<file path="src/rtl/sbox_loader_pkg.sv">
// Shared types and helpers for the S-box loader slice.
// The read-back verify path is enabled by defining SBOX_LOADER_VERIFY_EN.
package sbox_loader_pkg;

    localparam int unsigned SBOX_WORDS = 16;
    localparam int unsigned SBOX_AW    = 4;

    typedef enum logic [1:0] {
        IDLE,
        LOAD,
        VERIFY,
        DONE
    } state_t;

    // Rotate-left-by-one then XOR: one step of the load signature.
    function automatic logic [31:0] sig_step(input logic [31:0] sig, input logic [31:0] word);
        return {sig[30:0], sig[31]} ^ word;
    endfunction

endpackage

</file>
<file path="src/rtl/sbox_loader_sig.sv">
// Rotate-XOR signature register with synchronous seed reload.
module sbox_sig
    import sbox_loader_pkg::*;
#(
    parameter logic [31:0] SEED = '0
) (
    input  logic        clk,
    input  logic        rst,
    input  logic        clr,
    input  logic        en,
    input  logic [31:0] data,
    output logic [31:0] sig
);

    always_ff @(posedge clk) begin
        if (rst || clr) begin
            sig <= SEED;
        end else if (en) begin
            sig <= sig_step(sig, data);
        end
    end

endmodule

</file>
<file path="src/rtl/sbox_loader.sv">
// Write-side controller for sbox_ram: streams 16 rows into CA 0..15, then hands CEN back to the core.
// Define SBOX_LOADER_VERIFY_EN to add a signature-checked read-back pass after the load.
module sbox_loader
    import sbox_loader_pkg::*;
#(
    parameter int unsigned  WORDS    = SBOX_WORDS,
    parameter int unsigned  AW       = SBOX_AW,
    parameter logic [31:0]  SIG_SEED = 32'h0000_0000
) (
    input  logic          CLK,
    input  logic          RST,
    input  logic          START,
    input  logic [31:0]   DIN,
    input  logic          DIN_VALID,
    output logic          DIN_READY,
    input  logic          CORE_CEN,
    output logic          INIT,
    output logic          CEN,
    output logic          WEN,
    output logic [AW-1:0] CA,
    output logic [31:0]   SI,
    input  logic [31:0]   SO,
    output logic          BUSY,
    output logic          SBOX_OK,
    output logic          ERR
);

    localparam int unsigned CW = AW + 1;
    localparam logic [AW:0] NW = CW'(WORDS);

    state_t        state, state_nx;
    logic [AW:0]   cnt, cnt_nx;
    logic          rdy_q, rdy_nx;
    logic          init_q, init_nx;
    logic          cen_q, cen_nx;
    logic          wen_q, wen_nx;
    logic [AW-1:0] ca_q, ca_nx;
    logic [31:0]   si_q, si_nx;
    logic          busy_q, busy_nx;
    logic          ok_q, ok_nx;

    logic hs;
    logic start_go;
    logic load_end;

    assign hs       = DIN_VALID & rdy_q;
    assign start_go = START && ((state == IDLE) || (state == DONE));
    // cnt reaches WORDS on the last handshake edge, so this cycle carries the final write.
    assign load_end = (state == LOAD) && (cnt == NW);

`ifdef SBOX_LOADER_VERIFY_EN
    logic [AW:0] vcnt, vcnt_nx;
    logic        err_q, err_nx;
    logic [31:0] sig_wr, sig_rd;
    logic        rd_en;
    logic        verify_end;
    logic        sig_match;

    // SO for the read issued at vcnt=i is present at vcnt=i+1.
    assign rd_en      = (state == VERIFY) && (vcnt != '0) && (vcnt <= NW);
    assign verify_end = (state == VERIFY) && (vcnt == CW'(WORDS + 1));
    assign sig_match  = (sig_wr == sig_rd);

    sbox_sig #(.SEED(SIG_SEED)) u_sig_wr (
        .clk  (CLK),
        .rst  (RST),
        .clr  (start_go),
        .en   (hs),
        .data (DIN),
        .sig  (sig_wr)
    );

    sbox_sig #(.SEED(SIG_SEED)) u_sig_rd (
        .clk  (CLK),
        .rst  (RST),
        .clr  (start_go),
        .en   (rd_en),
        .data (SO),
        .sig  (sig_rd)
    );
`else
    logic unused_in;
    assign unused_in = ^{SO, SIG_SEED};
`endif

    always_ff @(posedge CLK) begin
        if (RST) begin
            state <= IDLE;
        end else begin
            state <= state_nx;
        end
    end

    always_comb begin
        state_nx = state;
        case (state)
            IDLE, DONE: begin
                if (START) begin
                    state_nx = LOAD;
                end
            end
            LOAD: begin
                if (load_end) begin
`ifdef SBOX_LOADER_VERIFY_EN
                    state_nx = VERIFY;
`else
                    state_nx = DONE;
`endif
                end
            end
            VERIFY: begin
`ifdef SBOX_LOADER_VERIFY_EN
                if (verify_end) begin
                    state_nx = DONE;
                end
`else
                state_nx = IDLE;
`endif
            end
            default: state_nx = IDLE;
        endcase
    end

    always_comb begin
        cnt_nx  = cnt;
        rdy_nx  = 1'b0;
        init_nx = init_q;
        cen_nx  = 1'b0;
        wen_nx  = 1'b0;
        ca_nx   = ca_q;
        si_nx   = si_q;
        busy_nx = busy_q;
        ok_nx   = ok_q;
`ifdef SBOX_LOADER_VERIFY_EN
        vcnt_nx = vcnt;
        err_nx  = err_q;
`endif
        case (state)
            IDLE, DONE: begin
                init_nx = 1'b0;
                if (START) begin
                    cnt_nx  = '0;
                    ok_nx   = 1'b0;
                    busy_nx = 1'b1;
                    init_nx = 1'b1;
                    rdy_nx  = 1'b1;
`ifdef SBOX_LOADER_VERIFY_EN
                    err_nx  = 1'b0;
`endif
                end
            end
            LOAD: begin
                if (hs) begin
                    cen_nx = 1'b1;
                    wen_nx = 1'b1;
                    ca_nx  = cnt[AW-1:0];
                    si_nx  = DIN;
                    cnt_nx = cnt + 1'b1;
                end
                rdy_nx = (cnt_nx < NW);
                if (load_end) begin
                    rdy_nx = 1'b0;
`ifdef SBOX_LOADER_VERIFY_EN
                    vcnt_nx = '0;
                    cen_nx  = 1'b1;
                    ca_nx   = '0;
`else
                    init_nx = 1'b0;
                    busy_nx = 1'b0;
                    ok_nx   = 1'b1;
`endif
                end
            end
            VERIFY: begin
`ifdef SBOX_LOADER_VERIFY_EN
                vcnt_nx = vcnt + 1'b1;
                if (vcnt < CW'(WORDS - 1)) begin
                    cen_nx = 1'b1;
                    ca_nx  = vcnt[AW-1:0] + 1'b1;
                end
                if (verify_end) begin
                    init_nx = 1'b0;
                    busy_nx = 1'b0;
                    ok_nx   = sig_match;
                    err_nx  = !sig_match;
                end
`endif
            end
            default: begin
                init_nx = 1'b0;
                busy_nx = 1'b0;
            end
        endcase
    end

    always_ff @(posedge CLK) begin
        if (RST) begin
            cnt    <= '0;
            rdy_q  <= 1'b0;
            init_q <= 1'b0;
            cen_q  <= 1'b0;
            wen_q  <= 1'b0;
            ca_q   <= '0;
            si_q   <= '0;
            busy_q <= 1'b0;
            ok_q   <= 1'b0;
`ifdef SBOX_LOADER_VERIFY_EN
            vcnt   <= '0;
            err_q  <= 1'b0;
`endif
        end else begin
            cnt    <= cnt_nx;
            rdy_q  <= rdy_nx;
            init_q <= init_nx;
            cen_q  <= cen_nx;
            wen_q  <= wen_nx;
            ca_q   <= ca_nx;
            si_q   <= si_nx;
            busy_q <= busy_nx;
            ok_q   <= ok_nx;
`ifdef SBOX_LOADER_VERIFY_EN
            vcnt   <= vcnt_nx;
            err_q  <= err_nx;
`endif
        end
    end

    // The core regains CEN in the same cycle INIT falls.
    assign CEN       = init_q ? cen_q : CORE_CEN;
    assign DIN_READY = rdy_q;
    assign INIT      = init_q;
    assign WEN       = wen_q;
    assign CA        = ca_q;
    assign SI        = si_q;
    assign BUSY      = busy_q;
    assign SBOX_OK   = ok_q;
`ifdef SBOX_LOADER_VERIFY_EN
    assign ERR       = err_q;
`else
    assign ERR       = 1'b0;
`endif

endmodule

</file>
<file path="config.mk">
export PLATFORM = sky130hd
export DESIGN_NAME = sbox_loader
export DESIGN_NICKNAME = d
export VERILOG_FILES = /design/src/rtl/sbox_loader_pkg.sv /design/src/rtl/sbox_loader_sig.sv /design/src/rtl/sbox_loader.sv
export SDC_FILE = /design/constraint.sdc
export NUM_CORES = 1
export LEC_CHECK = 0
export CAP_MARGIN = 15
export CORE_ASPECT_RATIO = 0.8
export CORE_MARGIN = 2
export CORE_UTILIZATION = 30
export DETAILED_ROUTE_END_ITERATION = 12
export DONT_BUFFER_PORTS = 1
export PLACE_DENSITY_LB_ADDON = 0.12
export SETUP_SLACK_MARGIN = 0.3
export SLEW_MARGIN = 10
export SYNTH_ARGS = -nofsm -noshare
export SYNTH_HDL_FRONTEND = slang
export SYNTH_HIERARCHICAL = 1
export SYNTH_SLANG_ARGS = --single-unit
</file>
<file path="constraint.sdc">
create_clock -name CLK -period 1.89 [get_ports CLK]
set_input_delay 0.378 -clock CLK [delete_from_list [all_inputs] [get_ports CLK]]
set_output_delay 0.378 -clock CLK [all_outputs]
set_load 0.03 [all_outputs]
</file>
==> results of run 1 <==
[registers in the layout (all words and copies together), names as in the netlist]
register and flops:
BUSY 1, CA 4, DIN_READY 1, INIT 1, SBOX_OK 1, SI 32, WEN 1, cnt 5
state 2
[what timing repair did]
item,4_1_cts,5_1_grt
resized for setup,4,2
setup endpoints to repair,37,39
hold buffers,0,0
[final timing paths]
check	startpoint	endpoint	depth (start not counted)
min	RST	cnt[1]	1
min reg2reg	cnt[1]	CA[1]	2
max reg2reg	state[0]	cnt[2]	7
max	state[0]	cnt[2]	7
[area by class of cell]
class / count / area [µm²] / share of cell area [%]
inverter: 7 / 26.28 / 1.262
clock buffer: 7 / 86.33 / 4.147
clock inverter: 1 / 7.507 / 0.3606
timing repair buffer: 6 / 57.56 / 2.764
multi-input combinational: 162 / 839.6 / 40.32
sequential: 48 / 963.4 / 46.27
tap: 81 / 101.3 / 4.868
[critical path, cell delays in order, from the launching register on]
cell and delay (ns):
dfxtp_1 0.37, inv_1 0.09, ha_4 0.26, mux2i_1 0.11, buf_4 0.16, a211oi_1 0.25, xnor2_1 0.15, nor2_1 0.05
[where the power goes]
group	switching (mW)	internal [mW]
Sequential	0.0531	1.04
Combinational	0.0915	0.0555
Clock	0.341	0.298
Total	0.486	1.39
[per-layer routing]
metal | wire, µm | global-route usage (%) | vias to the layer above
li1 | - | - | 763
met1 | 2121 | 17.42 | 678
met2 | 1851 | 18.90 | 50
met3 | 450 | 5.405 | 7
met4 | 39 | 4.478 | 0
met5 | 0 | 0 | -
[kinds of logic (layout without fill, tap and decap cells)]
family	Yosys count	count (layout)
simple gates	96	96
compound gates	57	57
flops	48	48
buf+inv	20	21
fa+ha+maj	4	4
xor+xnor	2	2
mux	2	2
other cells	1	1
[through the flow]
step                cell area, µm²  power, mW  std cells  utilization, %
finish                        2082      1.875        312           34.85
global route                  2082      1.978        312           34.85
CTS                           2079      1.914        312           34.81
detailed placement            1961      1.253        304           32.82
global placement              1961      1.252        304           32.82
floorplan                     1881      1.230        230               -
[cells in the mapped netlist]
cell type  count  share of area (%)
nand2_1       76                 15
dfxtp_1       48                 51
a21oi_1       42                 11
clkbuf_1       8                1.6
inv_1          6                1.2
nor2_1         5                1.0
o21ai_0        5                1.3
ha_1           4                2.7
nand3_1        4                1.1
buf_6          3                1.8
a211oi_1       2               0.80
buf_4          2               0.80
nor3_1         2               0.53
xnor2_1        2               0.93
a21o_1         1               0.40
a221oi_1       1               0.47
a311oi_1       1               0.47
a31o_2         1               0.47
a31oi_1        1               0.33
a32oi_1        1               0.47
and4bb_2       1               0.67
conb_1         1               0.20
inv_2          1               0.20
mux2_2         1               0.60
mux2i_1        1               0.53
nand2_2        1               0.33
nand2b_1       1               0.33
nand3_2        1               0.53
nor2_2         1               0.33
nor2b_1        1               0.33
nor3_2         1               0.53
nor4_1         1               0.33
o21a_1         1               0.40
o41a_1         1               0.60
or3_1          1               0.33
[layout by cell type (no fill, tap or decap), types with 2 or more instances in the layout]
master,instances
nand2_1,76
dfxtp_1,46
a21oi_1,42
inv_1,6
clkbuf_8,6
nor2_1,5
o21ai_0,5
buf_4,5
nand3_1,4
xnor2_1,2
nor3_1,2
ha_1,2
dfxtp_2,2
==> reports/results.ini, run 1 <==
[route]
dr.first_iter.drc_count=62
drcViolationCount=0
vias=1498
wl_per_cell_um=14.30
antenna_left=0
drt-total-wl_um=4462
vias_per_cell=4.801
dr.pass1.iters=4

[logic_synthesis]
syn_nets=303
ys_types=35
synth_fa_ha_area_share_pct=2.661
synth_area_um2=1881
synth_compound_area_share_pct=16.90
synth_seq_cells=48
synthCells=230
yosys_warnings=6
synth-seq-area-share_pct=51.10
synth_xor_area_share_pct=0.9315
synth_area_per_cell_um2=8.176
muxShareOfSynthArea_pct=1.131
synth_simple_gate_area_share_pct=21.49
synth_top_family_by_area=simple AND/OR/NAND/NOR gates

[timing]
min_period_over_period_pct=82.06
layout_setup_ws_ns=0.3391
final_max_slew_viol_count=0
fmax_mhz=644.8
finalCriticalPeriod_ns=1.551
rsz0062_at_grt=yes
fin_skew_ns=0.004385
fin_setup_tns_ns=0
setup_viol_count_final=0
worst_hold_slack_ns=0.1368
finalHoldViolCount=0

[layout]
layout-drive-gt1-share_pct=11.26
nNetsFinal=303
syn_to_final_growth_pct=10.71
fillers=664
n_antenna_cell=0

[placed_design]
gp_congestion=0.6916
dp_slack_ns=0.2439
dp_hpwl_um=2967
port_buffers=0

[critical_path]
crit_arrival_ns=1.75
worst_setup_path_start_kind=flip-flop
critical_path_class=reg2reg
critical_path_required_ns=2.09
path_max_fanout=5
timing.critical_path.to_type=flip-flop
reg2reg_slack_ns=0.34

[grt]
grt_pass1_wl_um=6948
antenna_found_initial=0
gr-total-overflow=0
grt_max_degree=48
grtUsageTotal_pct=12.96
grt_pass1_vias=1389

[power_and_ir_drop]
leakage_nw=0.6667
powerDensity_nw_per_um2=900.6
peakVddDrop_mv=0.4529

[status]
outcome=completed

[floorplanning]
dieArea_um2=6922
rows=25
fp.dieH_um=74.82
core-area_um2=5974
die_w_um=92.52
io-pin-count=112
start_util_pct=31.48

[clock_tree]
cts_sinks=48
cts_made_buffers=5
ctsLongestPathBuffers=2
path_clk_slew_ns=0.09
postCtsSetupBuffers=0
h-tree-depth=2
cts_tree=built
clock_latency_ns=0.30
root_buffer=clkbuf_8

[job]
cap_violations=0

[worst_hold_path]
hp-class=in2reg

Note: power is estimated with default switching activity, not from simulation.
==> inputs of run 2 (changes only) <==
- clock period: 1.89 -> 1.5 ns (I/O delays scaled with it)
==> reports/results.ini, run 2 (synthesized netlist as in run 1, its figures left out) <==
[layout]
layout-drive-gt1-share_pct=61.39
final_common_cell=nand2_4
n_antenna_cell=0
nNetsFinal=332
largest_register_ffs=32
syn_to_final_growth_pct=64.74
post-route-util_pct=51.85
final_cell_mix=nand2_4 (43), dfxtp_1 (42), a21oi_2 (35)

[critical_path]
path_delay_family=buffers and inverters
cp_cell_sequence=inv_2 > ha_4 > clkinv_4 > nor2_4 > buf_6 > buf_12 > buf_16 > nand2_4 > a21oi_2
r2r_cells=9
cpPeakStageDelay_ns=0.34
critical_path_class=reg2reg
r2r_end=SI[6]
path_max_fanout=6
critical_path_required_ns=1.73
timing.critical_path.to_type=flip-flop
cp_num_buf_inv=5
crit_slowest_cell=dfxtp_2
cp-startpoint=state[1]
path_depth=9
crit_arrival_ns=1.68
r2r-start=state[1]
reg2reg_slack_ns=0.05
worst_setup_path_start_kind=flip-flop

[route]
vias_per_cell=4.944
dr.pass1.iters=4
vias=1681
drcViolationCount=0
dr.first_iter.drc_count=44
wl_per_cell_um=16.66
antenna_left=0
drt-total-wl_um=5665

[clock_tree]
ctsLongestPathBuffers=2
cts_made_buffers=5
cts_sinks=48
path_clk_slew_ns=0.09
h-tree-depth=2
clock_latency_ns=0.29
cts_tree=built
root_buffer=clkbuf_8

[power_and_ir_drop]
power_switching_uw=682.4
seqPwrFrac_pct=55.3
p_comb_share_pct=15.2
p_clk_share_pct=29.5
peakVddDrop_mv=0.3762
leakage_nw=1.195
netSwitchingFraction_pct=27.27
p_int_mw=1.820
p_total_mw=2.502
powerDensity_nw_per_um2=807.7

[timing]
min_period_over_period_pct=96.87
fmax_mhz=688.2
finalHoldViolCount=0
worst_hold_slack_ns=0.05757
rsz0062_at_grt=yes
finalCriticalPeriod_ns=1.453
final_max_slew_viol_count=0
fin_skew_ns=0.002825
setup_viol_count_final=0

[worst_hold_path]
hp-class=in2reg
whs_path_depth=1
hold-path-endpoint=state[1]
min_from=RST

[grt]
antenna_found_initial=0
grt_pass1_vias=1579
grt_pass1_wl_um=8183
grt_max_degree=48
gr-total-overflow=0
grtUsageTotal_pct=15.35

[placed_design]
port_buffers=0
dp_hpwl_um=2987
gp_congestion=0.7251

[job]
cap_violations=0

[floorplanning]
dieArea_um2=6922
io-pin-count=112
core-area_um2=5974
die_w_um=92.52
fp.dieH_um=74.82
start_util_pct=31.48
rows=25

[status]
outcome=completed

==> run 2: power by group through the flow <==
| stage | clock (mW) | sequential (mW) | combinational (mW) |
|---|---|---|---|
| global placement | 0 | 1.41 | 0.204 |
| global route | 0.819 | 1.39 | 0.407 |
| finish | 0.738 | 1.38 | 0.381 |
| detailed placement | 0 | 1.41 | 0.202 |
| CTS | 0.770 | 1.38 | 0.335 |
| floorplan | 0 | 1.41 | 0.181 |
==> run 2: per-stage QoR <==
| step | setup slack, ns | cell area [µm²] | std cells | TNS, ns |
|---|---|---|---|---|
| floorplan | 0.1466 | 1982 | 230 | 0 |
| global placement | 0.02871 | 2063 | 305 | 0 |
| detailed placement | 0.02150 | 2063 | 305 | 0 |
| CTS | 0.04574 | 2695 | 337 | 0 |
| global route | -0.02746 | 3098 | 340 | -0.09738 |
| finish | 0.04695 | 3098 | 340 | 0 |
==> run 2: worst register-to-register path, stage by stage, from the launching register on <==
cell      delay (ns)
dfxtp_2         0.34
inv_2           0.07
ha_4            0.17
clkinv_4        0.06
nor2_4          0.18
buf_6           0.15
buf_12          0.10
buf_16          0.13
nand2_4         0.05
a21oi_2         0.13
==> run 2: worst max path at each step <==
stage,to,slack (ns)
2_1_floorplan,DIN_READY,0.15
3_3_place_gp,DIN_READY,0.03
3_5_place_dp,DIN_READY,0.02
4_1_cts,DIN_READY,0.05
5_1_grt,state[0],-0.03
6_report,SI[6],0.05
==> run 2: layer usage <==
layer / vias up / GRT usage [%] / wire length (µm)
li1: 827 / - / -
met2: 55 / 23.20 / 2657
met4: 0 / 3.317 / 27
met3: 4 / 4.905 / 405
met5: - / 0 / 0
met1: 795 / 21.70 / 2574
==> run 2: timing repair <==
| action | 4_1_cts | 5_1_grt |
|---|---|---|
| resized for setup | 64 | 101 |
| setup buffers | 18 | 3 |
| pin swaps | 44 | 50 |
| hold buffers | 0 | 0 |
| cloned | 7 | 0 |
| setup endpoints to repair | 49 | 49 |
==> run 2: area by class of cell <==
| class | count | area, µm² |
|---|---|---|
| repair buffers | 35 | 508.0 |
| multi-input cells | 162 | 1396 |
| well taps | 81 | 101.3 |
| clock inverters | 1 | 5.005 |
| fillers | 530 | 2877 |
| clock buffers | 6 | 72.57 |
| flip-flops and latches | 48 | 980.9 |
| inverters | 7 | 33.78 |
==> inputs of run 3 (changes only) <==
- CORE_MARGIN: 2 -> unset
==> reports/results.ini, run 3 (synthesized netlist as in run 1, its figures left out) <==
[placed_design]
placed_area_um2=2063
port_buffers=0
dp_hpwl_um=2842
gp_congestion=0.7040

[timing]
finalCriticalPeriod_ns=1.452
setup_viol_count_final=0
fin_skew_ns=0.008150
fmax_mhz=688.7
rsz0062_at_grt=yes
finalHoldViolCount=0
final_max_slew_viol_count=0
min_period_over_period_pct=96.81

[power_and_ir_drop]
powerDensity_nw_per_um2=839.0
peakVddDrop_mv=0.4477
leakage_nw=1.054

[critical_path]
critical_path_class=reg2reg
crit_arrival_ns=1.65
worst_setup_path_start_kind=flip-flop
path_max_fanout=4
critical_path_required_ns=1.70
timing.critical_path.to_type=flip-flop

[grt]
grt_pass1_wl_um=8735
grt_pass1_vias=1576
gr-total-overflow=0
grt_max_degree=48
antenna_found_initial=0
grtUsageTotal_pct=17.66

[route]
dr.first_iter.drc_count=46
vias_per_cell=4.956
drcViolationCount=0
wl_per_cell_um=17.11
vias=1705
drt-total-wl_um=5887
antenna_left=0
dr.pass1.iters=4

[clock_tree]
cts_made_buffers=5
path_clk_slew_ns=0.09
h-tree-depth=2
cts_sinks=48
cts_tree=built
clock_latency_ns=0.30
root_buffer=clkbuf_8
ctsLongestPathBuffers=2

[job]
cap_violations=0

[layout]
largest_register_ffs=32
final_cell_mix=nand2_1 (39), a21oi_2 (36), dfxtp_1 (34)
final_common_cell=nand2_1
post-route-util_pct=53.01
finish.instance_area_um2=3167
nNetsFinal=335
n_antenna_cell=0
layout-drive-gt1-share_pct=60.46
syn_to_final_growth_pct=68.40

[floorplanning]
core-area_um2=5974
start_util_pct=31.48
fp.dieH_um=72.82
io-pin-count=112
die_w_um=90.52
dieArea_um2=6591
rows=25

[status]
outcome=completed

[worst_hold_path]
hp-class=in2reg

run 3: cell types whose count changed in the layout (fill, tap and decap cells not counted), moves of 2 or more:
cell	before	now
inv_2	1	3
dfxtp_2	1	9
clkbuf_16	0	2
nand2_1	19	39
inv_1	4	2
nand2_2	15	6
ha_4	2	4
dfxtp_1	42	34
nand2_4	43	32
run 3: layer usage:
layer / part of all wire, % / up-vias / routed length (µm) / global-route usage [%]
met2: 44 / 52 / 2599 / 25.00
met5: 0 / - / 0 / 0
li1: - / 833 / - / -
met3: 6.7 / 7 / 393 / 5.625
met4: 0.95 / 0 / 56 / 4.839
met1: 48 / 813 / 2837 / 25.54
run 3: worst paths after layout:
check / depth (start not counted) / slack [ns] / from / to
setup / recovery: 9 / 0.05 / state[1] / SI[21]
hold reg to reg: 2 / 0.53 / state[0] / state[0]
setup reg to reg: 9 / 0.05 / state[1] / SI[21]
hold / removal: 1 / 0.05 / RST / BUSY
run 3: stage by stage:
step           cells  hold WS, ns  worst slack, ns  TNS [ns]  power, mW
2_1_floorplan    230       0.4360           0.1466         0      1.593
3_3_place_gp     305       0.3692          0.02508         0      1.613
3_5_place_dp     305       0.3702          0.01396         0      1.615
4_1_cts          339      0.04270          0.02937         0      2.625
5_1_grt          344      0.03326         -0.01158  -0.03560      2.764
6_report         344      0.04845          0.04789         0      2.657
run 3: area by class of cell:
type | count | area (µm²)
Inverter | 7 | 33.78
Tap cell | 81 | 101.3
Clock buffer | 7 | 97.59
Timing Repair Buffer | 38 | 584.3
Multi-Input combinational cell | 162 | 1354
Sequential cell | 48 | 991.0
Clock inverter | 1 | 5.005
Fill cell | 540 | 2808
run 3: critical path, cell delays in order, from the launching register on:
cell,delay (ns)
dfxtp_2,0.34
inv_2,0.07
ha_4,0.18
buf_6,0.12
nand3_4,0.09
buf_6,0.15
buf_12,0.13
clkbuf_16,0.15
nand2_4,0.06
a21oi_2,0.05
run 3: where the power goes:
| part | leakage (nW) | switching (mW) | total [mW] | internal, mW |
|---|---|---|---|---|
| clock network | 0.0534 | 0.455 | 0.885 | 0.429 |
| logic | 0.604 | 0.187 | 0.384 | 0.197 |
| registers | 0.396 | 0.0844 | 1.39 | 1.30 |
| total | 1.05 | 0.727 | 2.66 | 1.93 |
run 3: repair_timing:
action,4_1_cts,5_1_grt
pin swaps,36,19
hold buffers,0,0
endpoints found under the setup margin,48,52
gates resized for setup,73,82
buffers inserted,18,4
gates cloned,8,1
